**src/rtl/vga_sync_decoder_if.sv**
```systemverilog
// Bus between a TinyVGA PMOD byte source and vga_sync_decoder.
// The master drives the PMOD byte; the slave returns recovered pixel, lock and CRC information.
interface vga_sync_decoder_if;
    logic [7:0]  vga_in;
    logic        px_valid;
    logic [9:0]  px_x;
    logic [9:0]  px_y;
    logic [5:0]  px_rgb;
    logic        frame_start;
    logic        locked;
    logic        line_err;
    logic [15:0] frame_crc;
    logic        frame_crc_valid;

    modport master (
        output vga_in,
        input  px_valid, px_x, px_y, px_rgb, frame_start, locked, line_err,
               frame_crc, frame_crc_valid
    );

    modport slave (
        input  vga_in,
        output px_valid, px_x, px_y, px_rgb, frame_start, locked, line_err,
               frame_crc, frame_crc_valid
    );
endinterface

```
**src/rtl/vga_sync_decoder.sv**
```systemverilog
// VGA receive-side decoder: locks to hsync/vsync in a TinyVGA PMOD byte and recovers x/y/colour.
// Define FRAME_CRC_EN to add a CRC-16-CCITT over the active pixels of each locked frame.
//
// state    | meaning
// UNLOCKED | searching for a clean frame of V_TOTAL lines
// LOCKED   | timing verified; px_valid and frame_start enabled
module vga_sync_decoder #(
    parameter int H_DISPLAY       = 640,
    parameter int H_FRONT         = 16,
    parameter int H_SYNC          = 96,
    parameter int H_BACK          = 48,
    parameter int V_DISPLAY       = 480,
    parameter int V_BOTTOM        = 10,
    parameter int V_SYNC          = 2,
    parameter int V_TOP           = 33,
    parameter bit SYNC_ACTIVE_LOW = 1'b1
) (
    input  logic               clk,
    input  logic               reset,
    vga_sync_decoder_if.slave  bus
);
    localparam int H_TOTAL = H_DISPLAY + H_FRONT + H_SYNC + H_BACK;
    localparam int V_TOTAL = V_DISPLAY + V_BOTTOM + V_SYNC + V_TOP;

    localparam logic [9:0] X_LAST   = 10'(H_TOTAL - 1);
    localparam logic [9:0] Y_LAST   = 10'(V_TOTAL - 1);
    localparam logic [9:0] X_HS     = 10'(H_DISPLAY + H_FRONT);
    localparam logic [9:0] Y_VS     = 10'(V_DISPLAY + V_BOTTOM);
    localparam logic [9:0] X_ACT    = 10'(H_DISPLAY);
    localparam logic [9:0] Y_ACT    = 10'(V_DISPLAY);
    localparam logic [9:0] TMR_LOAD = 10'(H_TOTAL - 1);
    localparam logic [9:0] LINES    = 10'(V_TOTAL);
    // Idle input pattern keeps both syncs deasserted so reset release is not seen as an edge.
    localparam logic [7:0] IN_IDLE  = {SYNC_ACTIVE_LOW, 3'b000, SYNC_ACTIVE_LOW, 3'b000};

    typedef enum logic {UNLOCKED, LOCKED} state_t;

    state_t      state, state_nxt;
    logic [7:0]  in_q;
    logic        hs_prev, vs_prev;
    logic [9:0]  x, y;
    logic [9:0]  line_tmr;
    logic        line_armed, line_exp;
    logic [9:0]  line_cnt;
    logic        vs_seen, err_seen;
    logic [5:0]  rgb_q;
    logic        valid_q, fs_q, err_q;

    logic        hs, vs, hs_edge, vs_edge, x_wrap;
    logic [9:0]  x_nxt, y_nxt, tmr_nxt, lcnt_nxt;
    logic        exp_nxt, err_nxt, frame_good, locked_nxt;

    always_comb begin
        hs       = in_q[7] ^ SYNC_ACTIVE_LOW;
        vs       = in_q[3] ^ SYNC_ACTIVE_LOW;
        hs_edge  = hs & ~hs_prev;
        vs_edge  = vs & ~vs_prev;
        x_wrap   = ~hs_edge & (x == X_LAST);
        x_nxt    = x + 10'd1;
        y_nxt    = y;
        tmr_nxt  = line_tmr;
        exp_nxt  = line_exp;
        err_nxt  = 1'b0;
        lcnt_nxt = line_cnt;

        if (hs_edge)
            x_nxt = X_HS;
        else if (x_wrap)
            x_nxt = 10'd0;

        if (vs_edge)
            y_nxt = Y_VS;
        else if (x_wrap)
            y_nxt = (y == Y_LAST) ? 10'd0 : y + 10'd1;

        // Line timer counts down from H_TOTAL-1; an edge is on time only at terminal count.
        if (hs_edge) begin
            err_nxt = line_armed & ((line_tmr != 10'd0) | line_exp);
            tmr_nxt = TMR_LOAD;
            exp_nxt = 1'b0;
        end else if (line_tmr != 10'd0) begin
            tmr_nxt = line_tmr - 10'd1;
        end else if (line_armed & ~line_exp) begin
            err_nxt = 1'b1;
            exp_nxt = 1'b1;
        end

        if (vs_edge)
            lcnt_nxt = hs_edge ? 10'd1 : 10'd0;
        else if (hs_edge && line_cnt != 10'h3FF)
            lcnt_nxt = line_cnt + 10'd1;

        frame_good = vs_seen & (line_cnt == LINES) & ~err_seen & ~err_nxt;
    end

    always_comb begin
        state_nxt = state;
        case (state)
            UNLOCKED: if (vs_edge && frame_good) state_nxt = LOCKED;
            LOCKED:   if (err_nxt || (vs_edge && line_cnt != LINES)) state_nxt = UNLOCKED;
            default:  state_nxt = UNLOCKED;
        endcase
        locked_nxt = (state_nxt == LOCKED);
    end

    always_ff @(posedge clk or posedge reset) begin
        if (reset)
            state <= UNLOCKED;
        else
            state <= state_nxt;
    end

    always_ff @(posedge clk or posedge reset) begin
        if (reset) begin
            in_q       <= IN_IDLE;
            hs_prev    <= 1'b0;
            vs_prev    <= 1'b0;
            x          <= 10'd0;
            y          <= 10'd0;
            line_tmr   <= 10'd0;
            line_armed <= 1'b0;
            line_exp   <= 1'b0;
            line_cnt   <= 10'd0;
            vs_seen    <= 1'b0;
            err_seen   <= 1'b0;
            rgb_q      <= 6'd0;
            valid_q    <= 1'b0;
            fs_q       <= 1'b0;
            err_q      <= 1'b0;
        end else begin
            in_q       <= bus.vga_in;
            hs_prev    <= hs;
            vs_prev    <= vs;
            x          <= x_nxt;
            y          <= y_nxt;
            line_tmr   <= tmr_nxt;
            line_armed <= line_armed | hs_edge;
            line_exp   <= exp_nxt;
            line_cnt   <= lcnt_nxt;
            vs_seen    <= vs_seen | vs_edge;
            err_seen   <= vs_edge ? 1'b0 : (err_seen | err_nxt);
            rgb_q      <= {in_q[0], in_q[4], in_q[1], in_q[5], in_q[2], in_q[6]};
            valid_q    <= locked_nxt & (x_nxt < X_ACT) & (y_nxt < Y_ACT);
            fs_q       <= locked_nxt & (x_nxt == 10'd0) & (y_nxt == 10'd0);
            err_q      <= err_nxt;
        end
    end

    assign bus.px_valid    = valid_q;
    assign bus.px_x        = x;
    assign bus.px_y        = y;
    assign bus.px_rgb      = rgb_q;
    assign bus.frame_start = fs_q;
    assign bus.locked      = (state == LOCKED);
    assign bus.line_err    = err_q;

`ifdef FRAME_CRC_EN
    logic [15:0] crc_acc, crc_upd, crc_q;
    logic        crc_live, crc_v;

    function automatic logic [15:0] crc_byte(input logic [15:0] seed, input logic [7:0] data);
        logic [15:0] c;
        c = seed;
        for (int i = 7; i >= 0; i--)
            c = {c[14:0], 1'b0} ^ ((c[15] ^ data[i]) ? 16'h1021 : 16'h0000);
        return c;
    endfunction

    always_comb crc_upd = crc_byte(fs_q ? 16'hFFFF : crc_acc, {2'b00, rgb_q});

    // crc_live marks a frame whose every active pixel was seen while locked.
    always_ff @(posedge clk or posedge reset) begin
        if (reset) begin
            crc_acc  <= 16'h0000;
            crc_q    <= 16'h0000;
            crc_live <= 1'b0;
            crc_v    <= 1'b0;
        end else begin
            crc_v <= 1'b0;
            if (state != LOCKED)
                crc_live <= 1'b0;
            else if (fs_q)
                crc_live <= 1'b1;
            if (valid_q)
                crc_acc <= crc_upd;
            if (valid_q && x == X_ACT - 10'd1 && y == Y_ACT - 10'd1 && (crc_live || fs_q)) begin
                crc_q <= crc_upd;
                crc_v <= 1'b1;
            end
        end
    end

    assign bus.frame_crc       = crc_q;
    assign bus.frame_crc_valid = crc_v;
`else
    assign bus.frame_crc       = 16'h0000;
    assign bus.frame_crc_valid = 1'b0;
`endif
endmodule

```
**src/flat_wrapper.sv**
```systemverilog
// flat-port wrapper written by rule: the top's interface ports become plain ports
module vga_sync_decoder_flat 
#(
    parameter int H_DISPLAY       = 640,
    parameter int H_FRONT         = 16,
    parameter int H_SYNC          = 96,
    parameter int H_BACK          = 48,
    parameter int V_DISPLAY       = 480,
    parameter int V_BOTTOM        = 10,
    parameter int V_SYNC          = 2,
    parameter int V_TOP           = 33,
    parameter bit SYNC_ACTIVE_LOW = 1'b1
)
  (clk, reset, bus_vga_in, bus_px_valid, bus_px_x, bus_px_y, bus_px_rgb, bus_frame_start, bus_locked, bus_line_err, bus_frame_crc, bus_frame_crc_valid);
  vga_sync_decoder_if bus_i ();
  input  logic clk;
  input  logic reset;
  input wire logic [$bits(bus_i.vga_in)-1:0] bus_vga_in;
  output wire logic [$bits(bus_i.px_valid)-1:0] bus_px_valid;
  output wire logic [$bits(bus_i.px_x)-1:0] bus_px_x;
  output wire logic [$bits(bus_i.px_y)-1:0] bus_px_y;
  output wire logic [$bits(bus_i.px_rgb)-1:0] bus_px_rgb;
  output wire logic [$bits(bus_i.frame_start)-1:0] bus_frame_start;
  output wire logic [$bits(bus_i.locked)-1:0] bus_locked;
  output wire logic [$bits(bus_i.line_err)-1:0] bus_line_err;
  output wire logic [$bits(bus_i.frame_crc)-1:0] bus_frame_crc;
  output wire logic [$bits(bus_i.frame_crc_valid)-1:0] bus_frame_crc_valid;
  assign bus_i.vga_in = bus_vga_in;
  assign bus_px_valid = bus_i.px_valid;
  assign bus_px_x = bus_i.px_x;
  assign bus_px_y = bus_i.px_y;
  assign bus_px_rgb = bus_i.px_rgb;
  assign bus_frame_start = bus_i.frame_start;
  assign bus_locked = bus_i.locked;
  assign bus_line_err = bus_i.line_err;
  assign bus_frame_crc = bus_i.frame_crc;
  assign bus_frame_crc_valid = bus_i.frame_crc_valid;
  vga_sync_decoder #(.H_DISPLAY(H_DISPLAY), .H_FRONT(H_FRONT), .H_SYNC(H_SYNC), .H_BACK(H_BACK), .V_DISPLAY(V_DISPLAY), .V_BOTTOM(V_BOTTOM), .V_SYNC(V_SYNC), .V_TOP(V_TOP), .SYNC_ACTIVE_LOW(SYNC_ACTIVE_LOW)) u_core (.clk(clk), .reset(reset), .bus(bus_i));
endmodule
```
**config.mk**
```make
export PLATFORM = sky130hd
export DESIGN_NAME = vga_sync_decoder_flat
export DESIGN_NICKNAME = d
export VERILOG_FILES = /design/src/rtl/vga_sync_decoder_if.sv /design/src/rtl/vga_sync_decoder.sv /design/src/flat_wrapper.sv
export SDC_FILE = /design/constraint.sdc
export NUM_CORES = 1
export LEC_CHECK = 0
export BUFFER_PORTS_ARGS = -buffer_cell sky130_fd_sc_hd__buf_2
export CAP_MARGIN = 20
export CELL_PAD_IN_SITES_DETAIL_PLACEMENT = 1
export CELL_PAD_IN_SITES_GLOBAL_PLACEMENT = 1
export CORE_ASPECT_RATIO = 1.5
export CORE_MARGIN = 2
export CORE_UTILIZATION = 46
export CTS_CLUSTER_SIZE = 30
export DETAILED_ROUTE_END_ITERATION = 7
export GPL_TIMING_DRIVEN = 0
export PLACE_DENSITY = 0.95
export SLEW_MARGIN = 20
export SYNTH_ARGS = -nofsm -noshare
export SYNTH_HDL_FRONTEND = slang
export SYNTH_SLANG_ARGS = --single-unit
```
**constraint.sdc**
```tcl
create_clock -name clk -period 4.8 [get_ports clk]
set_clock_uncertainty 0.05 [all_clocks]
set_input_delay 0.72 -clock clk [delete_from_list [all_inputs] [get_ports clk]]
set_output_delay 0.72 -clock clk [all_outputs]
set_load 0.02 [all_outputs]
```
### Yosys cells after proc, flatten, opt, wreduce, memory -nomap -nowiden

Index checks and enable logic that the tools add are counted.

| storage, ports and cells | value |
|---|---|
| register bits | 64 |
| logic and storage cells | 84 |
| memories | 0 |
| memory bits (read-only) | 0 |
| output and inout port bits | 47 |
| input port bits | 10 |
| RAM bits | 0 |
| latch bits | 0 |

| operators by class | value |
|---|---|
| $add $sub $neg | 4 |
| mux-type cells | 20 |
| reductions and logical operators | 11 |
| divide/modulo/power cells | 0 |
| multipliers | 0 |
| shift-type cells | 0 |
| bitwise operators | 25 |
| eq/ne operators | 6 |
| order comparisons | 2 |

Operator list:

| kind | number |
|---|---|
| $mux 10 | 9 |
| $add 10x1->10 const B | 3 |
| $eq 10x10->1 const B | 3 |
| $logic_not 10->1 | 2 |
| $ne 10x10->1 const B | 2 |
| $and 1x1->1 | 12 |
| $lt 10x10->1 const B | 1 |
| $lt 10x9->1 const B | 1 |
| $mux 1 | 10 |
| $reduce_bool 10->1 | 1 |
| $sub 10x1->10 const B | 1 |
| $not 1->1 | 9 |
| $reduce_bool 2->1 | 3 |
| $or 1x1->1 | 4 |
| $logic_and 1x1->1 | 3 |
| $ne 2x1->1 const B | 1 |
| $pmux 1 s2 | 1 |
| $reduce_and 2->1 | 1 |
| $logic_or 1x1->1 | 1 |

### Longest topological paths before layout

| logic depth | value |
|---|---|
| depth in word-level cells | 12 |
| mapped depth | 8 |

### Worst setup path before layout

OpenSTA, ideal clock, no wires.

| path | value |
|---|---|
| path kind | flip-flop to flip-flop |
| start | register u_core.x[0], in the netlist u_core.bus.px_x[0] |
| end | register u_core.fs_q, in the netlist u_core.bus.frame_start |
| cell stages (with the launch flop) | 8 |
| library setup time | 0.096 ns |
| path slack | 1.991 ns |
| buffers on the path | 1 |
| data arrival time | 2.664 ns |
| cell sequence | dfrtp_1 > ha_1 > nand4_1 > or4_4 > buf_6 > o221a_1 > or4_1 > nor4_2 |

RTL lines:

| what | RTL line | RTL |
|---|---|---|
| start, declared | vga_sync_decoder.sv:41 | `logic [9:0] x, y;` |
| start signal, assigned | vga_sync_decoder.sv:134 | `x <= x_nxt;` |
| $eq 10x10->1 | vga_sync_decoder.sv:58 | `x_wrap = ~hs_edge & (x == X_LAST);` |
| $and 1x1->1 | vga_sync_decoder.sv:58 |  |
| $mux 10 | vga_sync_decoder.sv:73 | `else if (x_wrap)` |
| $mux 10 | vga_sync_decoder.sv:71 | `if (vs_edge)` |
| net u_core.y_nxt[4] | vga_sync_decoder.sv:50 | `logic [9:0] x_nxt, y_nxt, tmr_nxt, lcnt_nxt;` |
| $logic_not 10->1 | vga_sync_decoder.sv:144 | `fs_q <= locked_nxt & (x_nxt == 10'd0) & (y_nxt == 10'd0);` |
| $and 1x1->1 | vga_sync_decoder.sv:144 |  |
| end signal, assigned | vga_sync_decoder.sv:144 |  |
| end, declared | vga_sync_decoder.sv:47 | `logic valid_q, fs_q, err_q;` |

The timed path passes the listed nets, and every way through them passes these cells.
A chain may end at the register's enable or synchronous reset.

### Worst setup path after layout

| path | value |
|---|---|
| start | register u_core.x[1], in the netlist u_core.bus.px_x[1] |
| end | register u_core.fs_q, in the netlist u_core.bus.frame_start |

| between the ends | value |
|---|---|
| word-level cells in the longest chain between the ends | 7 |

Ends and longest elaborated chain:

| what | RTL line |
|---|---|
| branches (longest 6 deep; another with $add 10x1->10) | - |
| $and 1x1->1 (*) | vga_sync_decoder.sv:144 |

Mark *: on every way between the ends.

==> results.toml <==
[outcome]
outcome = "completed"

[critical_path]
end_kind = "register"
reg2reg_slack_ps = 1540
reg2regPathDepth = 7
rr_endpoint = "u_core.bus.frame_start"
cp-start-kind = "register"
required_ps = 4990
slowest_stage = "o31ai_1"
worstPathMaxFanout = 6
reg2reg_from = "u_core.bus.px_x[1]"
crit_buf_inv = 0
critical_path_class = "reg -> reg"
arrival_ps = 3450
worstPathCellList = "ha_1, nand4_1, o31ai_1, a31oi_1, a2111oi_0, nand4b_1, nor4_2"
cpPeakStageDelay_ps = 780
cp_top_family = "compound AO/OA/AOI/OAI gates"

[clock_network]
post_cts_resized = 0
clockBufferDepth = 2
htree_levels = 3
cts_tree = "yes"
clock-sinks = 64
numCtsBuffers = 9
cts-root-buf = "clkbuf_8"
cts_hold_buf = 0
clk_pin_slew_ps = 80
clk_latency_ps = 340
cts_setup_buffers = 0

[layout]
layout_common_cells = "dfrtp_1, buf_2, nor2_1"
area_growth_pct = 19.7
drive_gt1_share_pct = 22.6
nets = 393
diodes = 0
final_common_cell = "dfrtp_1"
fin_cells = 457

[power]
p_leak_nw = 1.67
vdd_drop_max_v = 0.000212
power_mw = 1.35
p_per_area_nw_per_um2 = 365

[synth]
synth_cell_types = 49
ys_ff_latch = 64
yosysTopAreaCellShare_pct = 50.1
ys_seq_area_share_pct = 51.8
synth_ff_type = "dfrtp_1"
yosys-top-cells-area = "dfrtp_1, buf_4, nor2_1"
ys_warn_count = 0
syn_inst = 309
avgSynthCellArea_um2 = 10.0
synth_area_leader_cell = "dfrtp_1"
synth.cell_area_um2 = 3100
synth_edf_count = 0
async_flop_share_pct = 100

[timing]
totalNegativeSetupSlack_ps = 0
rsz0062_at_grt = "false"
setup_violations = 0
worst_slew_pin_slew_ps = 871
fin_ws_ps = 1540
fmax_mhz = 307
finalMaxSlewViolations = 0
maxSlewHeadroom_pct = 41.4
period_share_pct = 67.9
final_hold_viol_count = 0
finalCriticalPeriod_ps = 3260

[placement]
dp_hpwl_mm = 5.55
port_buffers = 39
gp_congestion = 0.836
dp_cells = 441
place_ws_ps = 1730

[floorplan]
ios = 57
start_util_pct = 47.5
dieHeight_um = 105
rows = 36
core_area_um2 = 6530
die_area_um2 = 7420
die_x_um = 71.0

[detailed_routing]
routedWlPerCell_um = 17.8
drc = 0
vias_per_cell = 5.70
routed_wl_mm = 8.11
final_antenna_net_count = 0
dr.first_iter.drc_count = 177
firstDrtPassIters = 4
dr_total_vias = 2606

[grt]
grt-ovfl-total = 0
grt.total_usage_pct = 23.7
grt_pass1_wl_mm = 13.8
grt_max_degree = 46
grt_antenna_before_repair = 0
grt_pass1_vias = 2806

[worst_hold_path]
min_path_type = "in -> async"

[job]
cap_violations = 0
final cells by class:
type	count	area (um^2)
Sequential cell	64	1600
Tap cell	76	95.1
Timing Repair Buffer	40	223
Clock buffer	10	138
Fill cell	756	2820
Multi-Input combinational cell	217	1320
Clock inverter	6	92.6
Inverter	19	73.8
Buffer	25	168
how the worst max path moves through the flow:
stage / from / to / cells after the start
detailed placement: u_core.bus.px_x[0] / u_core.bus.frame_start / 7
CTS: u_core.bus.px_x[1] / u_core.bus.frame_start / 7
floorplan: u_core.bus.px_x[0] / u_core.bus.frame_start / 7
global placement: reset / u_core.bus.px_y[5] / 2
global route: u_core.bus.px_x[1] / u_core.bus.frame_start / 7
finish: u_core.bus.px_x[1] / u_core.bus.frame_start / 7
state kept, by name, indices dropped and copies added, names as in the netlist, 6 cells and up:
| register | flops |
|---|---|
| u_core.line_cnt | 10 |
| u_core.bus.px_x | 10 |
| u_core.in_q | 8 |
| u_core.bus.px_rgb | 6 |
| u_core.bus.px_y | 10 |
| u_core.line_tmr | 10 |
Yosys cell counts, types with 6 or more instances:
library cell	instances
dfrtp_1	62
nor2_1	28
nand2_1	20
inv_1	19
buf_4	17
o21ai_0	17
nand3_1	13
nor3_1	13
a21oi_1	10
xnor2_1	9
xor2_1	9
ha_1	7
nand4_1	7
nor4_1	6
or3_1	6
where the power goes:
part | internal, mW | switching, mW | total, mW | leakage, nW
registers | 0.577 | 0.0377 | 0.615 | 0.756
clock network | 0.308 | 0.221 | 0.529 | 0.109
logic | 0.0774 | 0.133 | 0.211 | 0.807
total | 0.963 | 0.392 | 1.35 | 1.67
kinds of logic (layout without fill, tap and decap cells):
group,count (synthesis),in the layout,synth area share [%]
flip-flops,64,64,51.8
buffers and inverters,44,100,7.71
AND/OR/NAND/NOR,126,126,22.2
multiplexers,1,1,0.323
adder cells (fa/ha/maj),7,7,2.83
AO/OA/AOI/OAI,48,48,9.93
other,1,17,0.121
XOR/XNOR,18,18,5.09
worst reg2reg max path: cells and delay by family (launching register included):
kind / cells / cell delay [ps]
compound gates: 3 / 1560
fa+ha+maj: 1 / 300
simple gates: 3 / 810
flops: 1 / 440
through the flow:
stage          instance area, um^2  utilization [%]  hold slack (ps)
2_1_floorplan                 3160                -              281
3_3_place_gp                  3450             52.8              281
3_5_place_dp                  3480             53.3              289
4_1_cts                       3710             56.8              259
5_1_grt                       3710             56.8              271
6_report                      3710             56.8              268
metal layers:
metal | up-vias | global-route usage, % | wire, um
met5 | - | 0 | 0
met1 | 1326 | 26.9 | 3030
met4 | 0 | 11.1 | 241
met2 | 64 | 42.1 | 4570
met3 | 28 | 4.24 | 271
li1 | 1188 | - | -
(Power assumes the default switching activity.)
